### src/rtl/seg7_disp_sched.sv
// Round-robin scheduler sharing a 4-digit 7-segment display between four sources.
// Define SEG7_PREEMPT_EN to let source 0 (alarm) preempt any other owner.
module seg7_disp_sched #(
    parameter int unsigned HOLD_CYC = 25000000,
    parameter int unsigned TMR_W    = 25
) (
    input  logic        clk,
    input  logic        rst,
    input  logic [3:0]  req,
    input  logic [15:0] val0,
    input  logic [15:0] val1,
    input  logic [15:0] val2,
    input  logic [15:0] val3,
    output logic [3:0]  grant,
    output logic [3:0]  ack,
    output logic        busy,
    output logic [3:0]  digit3,
    output logic [3:0]  digit2,
    output logic [3:0]  digit1,
    output logic [3:0]  digit0
);

    typedef enum logic [0:0] {StIdle, StShow} state_e;

    localparam logic [TMR_W-1:0] TmrLast = TMR_W'(HOLD_CYC - 1);

    state_e           state_q;
    logic [1:0]       ptr_q;
    logic [TMR_W-1:0] tmr_q;

    logic [15:0] vals [4];
    logic [1:0]  win;
    logic        win_found;
    logic [15:0] win_val;
    logic [15:0] cur_val;

    assign vals[0] = val0;
    assign vals[1] = val1;
    assign vals[2] = val2;
    assign vals[3] = val3;

    // ptr_q is the current owner while showing, so one search serves idle, release and expiry.
    always_comb begin
        win       = ptr_q;
        win_found = 1'b0;
        for (int i = 1; i <= 4; i++) begin
            if (!win_found && req[ptr_q + 2'(i)]) begin
                win       = ptr_q + 2'(i);
                win_found = 1'b1;
            end
        end
    end

    assign win_val = vals[win];
    assign cur_val = vals[ptr_q];

    always_ff @(posedge clk or negedge rst) begin
        if (!rst) begin
            state_q <= StIdle;
            ptr_q   <= 2'd3;
            tmr_q   <= '0;
            grant   <= '0;
            ack     <= '0;
            busy    <= 1'b0;
            {digit3, digit2, digit1, digit0} <= 16'hFFFF;
        end else begin
            ack <= '0;
            case (state_q)
                StIdle: begin
                    if (win_found) begin
                        state_q <= StShow;
                        grant   <= 4'b0001 << win;
                        busy    <= 1'b1;
                        tmr_q   <= '0;
                        ptr_q   <= win;
                        {digit3, digit2, digit1, digit0} <= win_val;
                    end
                end
                StShow: begin
                    if (!req[ptr_q]) begin
                        tmr_q <= '0;
                        if (win_found) begin
                            grant <= 4'b0001 << win;
                            ptr_q <= win;
                            {digit3, digit2, digit1, digit0} <= win_val;
                        end else begin
                            state_q <= StIdle;
                            grant   <= '0;
                            busy    <= 1'b0;
                            {digit3, digit2, digit1, digit0} <= 16'hFFFF;
                        end
                    end
`ifdef SEG7_PREEMPT_EN
                    else if (ptr_q != 2'd0 && req[0]) begin
                        grant <= 4'b0001;
                        tmr_q <= '0;
                        ptr_q <= 2'd0;
                        {digit3, digit2, digit1, digit0} <= val0;
                    end
`endif
                    else if (tmr_q == TmrLast) begin
                        ack   <= 4'b0001 << ptr_q;
                        grant <= 4'b0001 << win;
                        tmr_q <= '0;
                        ptr_q <= win;
                        {digit3, digit2, digit1, digit0} <= win_val;
                    end else begin
                        tmr_q <= tmr_q + TMR_W'(1);
                        {digit3, digit2, digit1, digit0} <= cur_val;
                    end
                end
                default: state_q <= StIdle;
            endcase
        end
    end

endmodule

### config.mk
export PLATFORM = sky130hd
export DESIGN_NAME = seg7_disp_sched
export DESIGN_NICKNAME = d
export VERILOG_FILES = /design/src/rtl/seg7_disp_sched.sv
export SDC_FILE = /design/constraint.sdc
export NUM_CORES = 1
export LEC_CHECK = 0
export CORE_ASPECT_RATIO = 0.7
export CORE_MARGIN = 2
export CORE_UTILIZATION = 40
export CTS_CLUSTER_SIZE = 10
export DETAILED_ROUTE_END_ITERATION = 6
export GPL_TIMING_DRIVEN = 0
export PLACE_DENSITY = 0.64
export SLEW_MARGIN = 20
export SYNTH_ARGS = -nofsm -noshare
export SYNTH_HDL_FRONTEND = slang
export SYNTH_SLANG_ARGS = --single-unit
### constraint.sdc
create_clock -name clk -period 6.3 [get_ports clk]
set_clock_uncertainty 0.2 [all_clocks]
set_input_delay 1.26 -clock clk [delete_from_list [all_inputs] [get_ports clk]]
set_output_delay 1.26 -clock clk [all_outputs]
set_load 0.02 [all_outputs]
==> Word-level counts from Yosys, hierarchy flattened <==
Index checks and enable logic that the tools add are counted.
{ "totals": {"reg_bits": 53, "input_bits": 70, "elab_cells": 103} }
{ "op_classes": {"add_sub_neg": 4, "order_cmp": 6, "eq_ne": 5, "shifts": 2, "muxes": 65, "bitwise_logic": 3, "reduce_logical": 8} }
{ "ops": {"columns": ["op", "count"], "rows": [
  ["$mux W4", 23],
  ["$mux W25", 3],
  ["$bmux W16 S2", 2],
  ["$mux W16", 4],
  ["$pmux W25 S2", 1],
  ["$pmux W4 S2", 5],
  ["$add A25 B1 Y25 const B", 1],
  ["$eq A25 B25 Y1 const B", 1],
  ["$mux W2", 7],
  ["$mux W1", 13],
  ["$lt A2 B3 Y1 const B", 4],
  ["$bmux W1 S2", 4],
  ["$shl A1 B2 Y4 const A", 2],
  ["$ge A3 B3 Y1 const B", 2],
  ["$ne A2 B2 Y1 const B", 3],
  ["$not A2 Y3", 2],
  ["$add A2 B2 Y2 const B", 2],
  ["$pmux W1 S2", 2],
  ["$pmux W2 S2", 1],
  ["$logic_and A1 B1 Y1", 3],
  ["$logic_not A1 Y1", 3],
  ["$ne A3 B2 Y1 const B", 1],
  ["$reduce_and A3 Y1", 1],
  ["$add A2 B1 Y2 const B", 1],
  ["2 further kinds", 2]
]} }

==> Longest topological paths before layout <==
Gate-level depths: netlist of the first run.
{ "depth": {"word_depth": 20, "depth_mapped": 11, "mapped_depth_nobuf": 8} }

==> Least setup slack after synthesis of the first run <==
No wires, ideal clock.
{ "synth_timing": {"path_type": "input -> register", "from": "input port req[3]", "to": "register digit0[2]", "t_arrival_ps": 2793, "required_ps": 6011, "setup_slack_ps": 3218, "path_stages": 9, "path_cell_list": "buf_2 -> mux2_4 -> a22oi_1 -> a221oi_2 -> nor3_4 -> nand2b_1 -> buf_6 -> buf_6 -> o211ai_2"} }
{ "synth_between": {"elab_chain_cells": 19, "elab_cells_between_ends": 32, "classes_between": "1 x eq/ne; 24 x mux; 1 x bitwise; 6 x reduce/logical"} }
{ "synth_rtl": {"columns": ["item", "line", "rtl"], "rows": [
  ["start: declaration", "9", "input logic [3:0] req,"],
  ["$bmux W1 S2", "47", "if (!win_found && req[ptr_q + 2'(i)]) begin"],
  ["$mux W1 (implied by the code)", "47", null],
  ["$mux W1", "47", null],
  ["$logic_not A1 Y1", "47", null],
  ["$logic_and A1 B1 Y1", "47", null],
  ["$mux W1", "47", null],
  ["$logic_not A1 Y1", "47", null],
  ["$logic_and A1 B1 Y1", "47", null],
  ["(+2 left out)", null, null],
  ["$logic_and A1 B1 Y1", "47", null],
  ["$mux W2", "47", null],
  ["$not A2 Y3 (implied by the code)", "54", "assign win_val = vals[win];"],
  ["$bmux W16 S2", "54", null],
  ["$mux W16 (implied by the code) (2 in series)", "54", null],
  ["$mux W4, on equally long branches", "82, 101", null],
  ["$mux W4", "80", "if (!req[ptr_q]) begin"],
  ["$pmux W4 S2", "68", "case (state_q)"],
  ["end signal: assignment", "76", "{digit3, digit2, digit1, digit0} <= win_val;"],
  ["end signal: assignment", "85", "{digit3, digit2, digit1, digit0} <= win_val;"],
  ["end signal: assignment", "106", "{digit3, digit2, digit1, digit0} <= win_val;"],
  ["end: declaration", "20", "output logic [3:0] digit0"]
]} }
Several ways; a longest one is shown, not always the timed one. The select of a mux whose other input is x is not followed.
A chain may end at the register's enable or synchronous reset.

==> Worst setup path in the final report of the first run <==
{ "layout_timing": {"from": "input port req[0]", "to": "register digit3[2]"} }
{ "layout_between": {"elab_chain_cells": 19, "elab_cells_between_ends": 32, "classes_between": "1 x eq/ne; 24 x mux; 1 x bitwise; 6 x reduce/logical"} }
{ "layout_rtl": {"columns": ["item", "line", "rtl"], "rows": [
  ["$bmux W1 S2", "47", null],
  ["$mux W1 (implied by the code)", "47", null],
  ["$mux W1", "47", null],
  ["$logic_not A1 Y1", "47", null],
  ["$logic_and A1 B1 Y1", "47", null],
  ["$mux W1", "47", null],
  ["$logic_not A1 Y1", "47", null],
  ["$logic_and A1 B1 Y1", "47", null],
  ["(+2 left out)", null, null],
  ["$logic_and A1 B1 Y1", "47", null],
  ["$mux W2", "47", null],
  ["$not A2 Y3 (implied by the code)", "54", null],
  ["$bmux W16 S2", "54", null],
  ["$mux W16 (implied by the code) (2 in series)", "54", null],
  ["$mux W4, on equally long branches", "82, 101", null],
  ["$mux W4", "80", null],
  ["$pmux W4 S2", "68", null],
  ["end signal: assignment", "76", null],
  ["end signal: assignment", "85", null],
  ["end signal: assignment", "106", null],
  ["end: declaration", "17", "output logic [3:0] digit3,"]
]} }
Several ways; a longest one is shown, not always the timed one. The select of a mux whose other input is x is not followed.

==> impl_metrics.yaml, run 1 <==
worst_hold_path:
  hold_class: "reg2reg"
  hold_start: "grant[3]$_DFFE_PN0P_"
  hold_depth: 1
  min_to: "grant[3]$_DFFE_PN0P_"
power:
  ir_worst_vdd_v: 0.0002066
  leakagePower_nw: 2.011
  p_seq_share_pct: 24.2
  internal_power_w: 0.001247
  swShare_pct: 43.61
  combPwrFrac_pct: 63.6
  p_sw_w: 0.0009641
  power_density_nw_per_um2: 424.6
  clock_power_share_pct: 12.2
route:
  wl_per_cell_um: 19.18
  via_per_inst: 5.924
  route.detailed.drc: 0
  via_count: 3726
  firstDrtPassIters: 5
  wl_mm: 12.07
  drt_iter0_markers: 256
  postRouteAntennaNets: 0
cts:
  cts_buffers: 5
  cts.path.max_buffers: 2
  cts_setup_buffers: 0
  cts.sinks: 53
  htreeDepth: 2
  cts_tree: "yes"
  cts_root_buf: "clkbuf_16"
  cts_hold_buffers: 0
  clk_latency_ns: 0.29
  postCtsResizedCells: 0
  clkTransAtPathRegs_ns: 0.07
timing:
  setup_tns_ns: 0
  fmax_mhz: 272.6
  worstMarginPinSlew_ns: 0.6961
  fin_crit_sh_pct: 58.22
  slew_viol_final: 0
  setup_viol: 0
  rsz0062_at_grt: "no"
  layout_min_cycle_time_ns: 3.668
  finalHoldViolations: 0
  timing.slew.headroom_pct: 53.59
  fin_ws_ns: 2.632
die:
  die_height_um: 87.47
  initial_core_util_pct: 41.11
  die_x_um: 123.2
  num_io_pins: 95
  die_area_um2: 10780
  core_area_um2: 9684
  rows: 30
synthesis:
  synth_area_um2: 3981
  synth_edf_count: 0
  ys.flop_type: "dfrtp_1"
  yosysWarningCount: 0
  synthArstFlopShare_pct: 100.0
  ys_seq_elements: 53
  yosysSeqAreaShare_pct: 33.88
  avgSynthCellArea_um2: 9.953
  netlist_instances: 400
  syn_nets: 475
  synth_cell_type_count: 56
global_routing:
  grt_max_degree: 54
  grt_antenna_before_repair: 0
  grt_overflow: 0
  grt_usage_pct: 23.75
  grt_pass1_wl_mm: 19.96
  grt_pass1_vias: 3793
place:
  dp_cells: 621
  placed_cell_area_um2: 5070
  dp_hpwl_mm: 8.748
  gp_congestion: 0.8203
  post-place-ws_ns: 2.371
  numPortBuffers: 93
critical_path:
  criticalPathCategory: "in2reg"
  slowest_stage: "clkdlybuf4s50_1"
  path_cells: "clkdlybuf4s50_1 > buf_2 > mux2_2 > o2111ai_1 > a21o_1 > nand2_2 > clkbuf_4 > mux2i_1 > o211ai_2"
  cp_data_arrival_time_ns: 3.68
  crit_path_start_kind: "input port"
  r2r_cells: 9
  slowest_delay_ns: 0.49
  end_kind: "flip-flop"
  crit_family: "buffers and inverters"
  worstReg2RegStart: "ptr_q[0]$_DFFE_PN1P_"
  cp_max_fo: 10
  r2r-end: "digit3[2]$_DFFE_PN1P_"
  timing.reg2reg.setup_slack_ns: 3.16
  crit_buf_inv: 3
  worstPathRequired_ns: 6.31
final_layout:
  fin_util_pct: 53.76
  fin_area_um2: 5206
  diodes: 0
  nNetsFinal: 575
  fin_cells: 629
  area_growth_pct: 30.77
  layout-drive-gt1-share_pct: 16.37
  seqCellArea_um2: 1349
  multi_input_area_um2: 2424
  nFillCells: 891
outcome:
  status: "finished, final reports clean"
flow_run:
  maxCapViolations: 0
==> synth_stat cells, types with 2 or more instances <==
cell type	number	area share [%]
inv_1	3	0.28
a31oi_1	16	2.5
mux2i_1	18	4.5
dfstp_2	18	12
buf_2	11	1.4
xor2_1	9	2.0
and3_1	23	3.6
nand2_1	22	2.1
o2111ai_1	2	0.44
xnor2_1	8	1.8
nand3b_1	2	0.38
buf_6	4	1.1
clkbuf_1	16	1.5
inv_2	2	0.19
nand4b_1	3	0.66
nor2_1	22	2.1
nand3_1	16	2.0
mux4_2	17	9.6
a21boi_0	16	3.0
nand2b_1	3	0.47
nor3_1	7	0.88
o211ai_2	10	3.1
ha_1	5	1.6
nor4_1	4	0.63
o21ai_0	13	1.6
and2_1	8	1.3
a21oi_1	6	0.75
o21a_1	17	3.2
nor2b_1	3	0.47
o31ai_1	4	0.75
a22o_1	5	1.1
buf_4	3	0.57
or3_1	3	0.47
dfrtp_1	35	22
o211ai_1	23	4.3
o21ai_1	2	0.25
and4_1	2	0.44
==> per-layer routing <==
metal / routed length [µm] / share of wire, % / global-route usage (%) / vias up
li1: - / - / - / 1718
met1: 5422 / 45 / 33.67 / 1831
met2: 5623 / 47 / 37.51 / 167
met3: 936 / 7.8 / 4.712 / 10
met4: 85 / 0.70 / 5.372 / 0
met5: 0 / 0 / 0 / -
==> metrics by stage <==
step	hold WS [ns]	power (W)
floorplan	0.2648	0.001495
global placement	0.3015	0.001912
detailed placement	0.2897	0.001941
CTS	0.3055	0.002213
global route	0.3314	0.002368
finish	0.3059	0.002211
==> power groups by stage <==
stage	clock, W	sequential [W]	combinational [W]
6_report	0.000270	0.000534	0.00141
5_1_grt	0.000296	0.000548	0.00152
3_3_place_gp	0	0.000539	0.00137
3_5_place_dp	0	0.000540	0.00140
4_1_cts	0.000274	0.000535	0.00140
2_1_floorplan	0	0.000604	0.000891
==> placed cells by master, fill, tap and decap left out, types with 13 or more instances in the layout <==
cell             netlist  routed
o21ai_0               13      13
mux2i_1               18      18
dfrtp_1               35      35
o21a_1                17      17
nand2_1               22      22
dfstp_2               18      18
a31oi_1               16      16
nor2_1                22      22
o211ai_1              23      23
nand3_1               16      16
clkbuf_1              16      19
clkdlybuf4s50_1        0      92
and3_1                23      23
mux4_2                17      17
a21boi_0              16      16
==> area by class of cell <==
class / instances / share of cell area, %
Sequential cell: 53 / 25.91
Clock buffer: 8 / 2.620
Multi-Input combinational cell: 307 / 46.55
Tap cell: 128 / 3.076
Buffer: 35 / 3.653
Timing Repair Buffer: 93 / 17.83
Inverter: 5 / 0.3605
==> sequential cells by signal, summed over array words and instances, names as in the netlist <==
name and flops:
state_q 1, ptr_q 2, digit2 4, grant 4
digit0 4, digit1 4, busy 1, ack 4
tmr_q 25, digit3 4
==> cells by family after synthesis <==
| group | count (synthesis) | synth area share (%) |
|---|---|---|
| simple gates | 126 | 17.54 |
| flops | 53 | 33.88 |
| fa+ha+maj | 5 | 1.571 |
| xor+xnor | 17 | 3.740 |
| mux | 37 | 14.80 |
| buf+inv | 40 | 5.248 |
| compound gates | 122 | 23.22 |
==> worst max-delay path by stage <==
stage / to / slack (ns) / startpoint / cells after the start
6_report: digit3[2]$_DFFE_PN1P_ / 2.63 / req[0] / 9
4_1_cts: digit3[2]$_DFFE_PN1P_ / 2.67 / req[0] / 9
3_5_place_dp: digit3[2]$_DFFE_PN1P_ / 2.37 / req[2] / 9
3_3_place_gp: tmr_q[6]$_DFFE_PN0P_ / 2.08 / rst / 1
2_1_floorplan: digit0[2]$_DFFE_PN1P_ / 3.22 / req[3] / 9
5_1_grt: digit3[2]$_DFFE_PN1P_ / 2.43 / req[0] / 9
Note: power is estimated with default switching activity, not from simulation.
==> inputs of run 2 (changes only) <==
- clock period: 6.3 -> 3.6 ns (I/O delays scaled with it)
==> results of run 2 <==
Same layout as run 1 (identical final DEF). Status: finished, final reports clean.
Main changes from that run: setup slack after placement 2.371 ns -> 0.2109 ns; setup slack after layout 2.632 ns -> 0.4589 ns; hold slack 0.3059 ns -> 0.2611 ns; start point of the critical path req[0] -> ptr_q[0]$_DFFE_PN1P_; register-to-register setup slack 3.16 ns -> 0.46 ns; total power 0.002211 W -> 0.003869 W; worst IR drop on VDD 0.0002066 V -> 0.0003615 V
==> inputs of run 3 (changes only) <==
- GPL_TIMING_DRIVEN: 0 -> default
- SKIP_LAST_GASP: default -> 1
==> run 3 against run 2 <==
Net effect:
- power decreased by 1.4%
- die area unchanged
- via count decreased by 6.8%
- fmax decreased by 6.8%
- non-clock buffer count decreased by 17
- sequential power decreased by 0.6%
- wire length decreased by 12%
- critical path depth decreased by 1
- cell count decreased by 2.7%
- global-route usage decreased by 3.3 points
- sequential cell count unchanged
- core utilization about the same
==> impl_metrics.yaml, run 3 (synthesis results as in run 1) <==
die:
  rows: 30
  die_area_um2: 10780
  die_x_um: 123.2
  num_io_pins: 95
  die_height_um: 87.47
  initial_core_util_pct: 41.11
  core_area_um2: 9684
cts:
  clk_latency_ns: 0.29
  cts_setup_buffers: 0
  cts_hold_buffers: 0
  cts_root_buf: "clkbuf_16"
  cts.sinks: 53
  clkTransAtPathRegs_ns: 0.07
  cts_buffers: 5
  htreeDepth: 2
  cts_tree: "yes"
  postCtsResizedCells: 0
  cts.path.max_buffers: 2
critical_path:
  cp_max_fo: 19
  crit_family: "buffers and inverters"
  criticalPathCategory: "in2reg"
  end_kind: "flip-flop"
  crit_buf_inv: 2
  slowest_stage: "nor3_4"
  crit_path_start_kind: "input port"
  path_cells: "clkdlybuf4s50_1 > mux2_4 > a22oi_1 > a221oi_2 > nor3_4 > nand2b_1 > buf_4 > o211ai_1"
  worstPathRequired_ns: 3.61
  slowest_delay_ns: 0.70
  cp_data_arrival_time_ns: 3.38
place:
  dp_hpwl_mm: 7.684
  gp_congestion: 0.8328
  numPortBuffers: 94
  placed_cell_area_um2: 5034
  dp_cells: 604
  post-place-ws_ns: -0.07129
final_layout:
  largest-register: "tmr_q"
  largest_reg_flops: 25
  final_common_cell: "clkdlybuf4s50_1"
  layout-drive-gt1-share_pct: 17.36
  fin_area_um2: 5205
  nNetsFinal: 558
  nFillCells: 908
  diodes: 0
  area_growth_pct: 30.74
  fin_cells: 612
  layout_common_cells: "clkdlybuf4s50_1, dfrtp_1, and3_1, o211ai_1"
timing:
  setup_viol: 0
  fin_ws_ns: 0.2281
  setup_tns_ns: 0
  layout_min_cycle_time_ns: 3.372
  rsz0062_at_grt: "no"
  fmax_mhz: 296.6
  slew_viol_final: 0
  timing.slew.headroom_pct: 38.30
  worstMarginPinSlew_ns: 0.9255
  finalHoldViolations: 0
  fin_crit_sh_pct: 93.67
flow_run:
  maxCapViolations: 0
route:
  drt_iter0_markers: 226
  via_count: 3471
  firstDrtPassIters: 4
  postRouteAntennaNets: 0
  wl_per_cell_um: 17.44
  via_per_inst: 5.672
  route.detailed.drc: 0
  wl_mm: 10.67
global_routing:
  grt_overflow: 0
  grt_pass1_wl_mm: 17.44
  grt_usage_pct: 20.47
  grt_antenna_before_repair: 0
  grt_pass1_vias: 3451
  grt_max_degree: 43
power:
  internal_power_w: 0.002218
  leakagePower_nw: 2.009
  p_sw_w: 0.001596
  power_w: 0.003814
  swShare_pct: 41.85
  power_density_nw_per_um2: 732.8
  clock_power_share_pct: 14.5
  p_seq_share_pct: 24.3
  ir_worst_vdd_v: 0.0002886
  combPwrFrac_pct: 61.1
outcome:
  status: "finished, final reports clean"
worst_hold_path:
  hold_class: "reg2reg"
## run 3: changes by cell type in the layout (fill, tap and decap cells not counted), sizes merged
| cell | delta |
|---|---|
| buf | -1 |
| clkinv | +1 |
| clkbuf | -20 |
| bufinv | +1 |
| clkinvlp | +1 |
| clkdlybuf4s50 | +1 |
## run 3: power by group through the flow
stage	Sequential (W)	Clock [W]	Combinational (W)
2_1_floorplan	0.00106	0	0.00156
6_report	0.000929	0.000554	0.00233
3_3_place_gp	0.000936	0	0.00230
5_1_grt	0.000950	0.000597	0.00253
4_1_cts	0.000931	0.000561	0.00236
3_5_place_dp	0.000938	0	0.00235
## run 3: metrics by stage
step | hold WS [ns] | util [%]
floorplan | 0.2244 | -
global route | 0.3338 | 53.75
CTS | 0.3134 | 53.75
global placement | 0.2940 | 51.98
detailed placement | 0.2982 | 51.98
finish | 0.3116 | 53.75
## run 3: area by class of cell
cell class | instances | area [µm²] | area share (%)
tap | 128 | 160.2 | 3.077
multi-input combinational | 307 | 2430 | 46.68
timing repair buffer | 111 | 1076 | 20.67
clock inverter | 3 | 46.29 | 0.8894
sequential | 53 | 1349 | 25.91
inverter | 5 | 18.77 | 0.3606
clock buffer | 5 | 125.1 | 2.404
## run 3: worst reg2reg max path, cell delays in order, from the launching register on
cell	delay (ns)
dfstp_2	0.62
inv_2	0.09
ha_1	0.40
o31ai_1	0.11
a311o_2	0.42
nor3_4	0.63
nand2b_1	0.20
buf_4	0.27
o211ai_1	0.15
## run 3: layer usage
layer  global-route usage, %  up-vias  wire (µm)
li1                        -     1679          -
met1                   27.82     1670       4900
met2                   32.87      116       4894
met3                   5.890        6        801
met4                   3.719        0         76
met5                       0        -          0
## run 3: worst paths after layout
check	cells past startpoint	startpoint	to	slack [ns]
worst max-delay path	8	req[1]	digit0[0]$_DFFE_PN1P_	0.23
worst min-delay path	1	grant[2]$_DFFE_PN0P_	grant[2]$_DFFE_PN0P_	0.31
worst max register to register	8	ptr_q[1]$_DFFE_PN1P_	digit0[0]$_DFFE_PN1P_	0.45
worst min register to register	1	grant[2]$_DFFE_PN0P_	grant[2]$_DFFE_PN0P_	0.31
max in group asynchronous	2	rst	digit1[2]$_DFFE_PN1P_	2.03
min in group asynchronous	1	rst	ack[1]$_DFF_PN0_	0.36
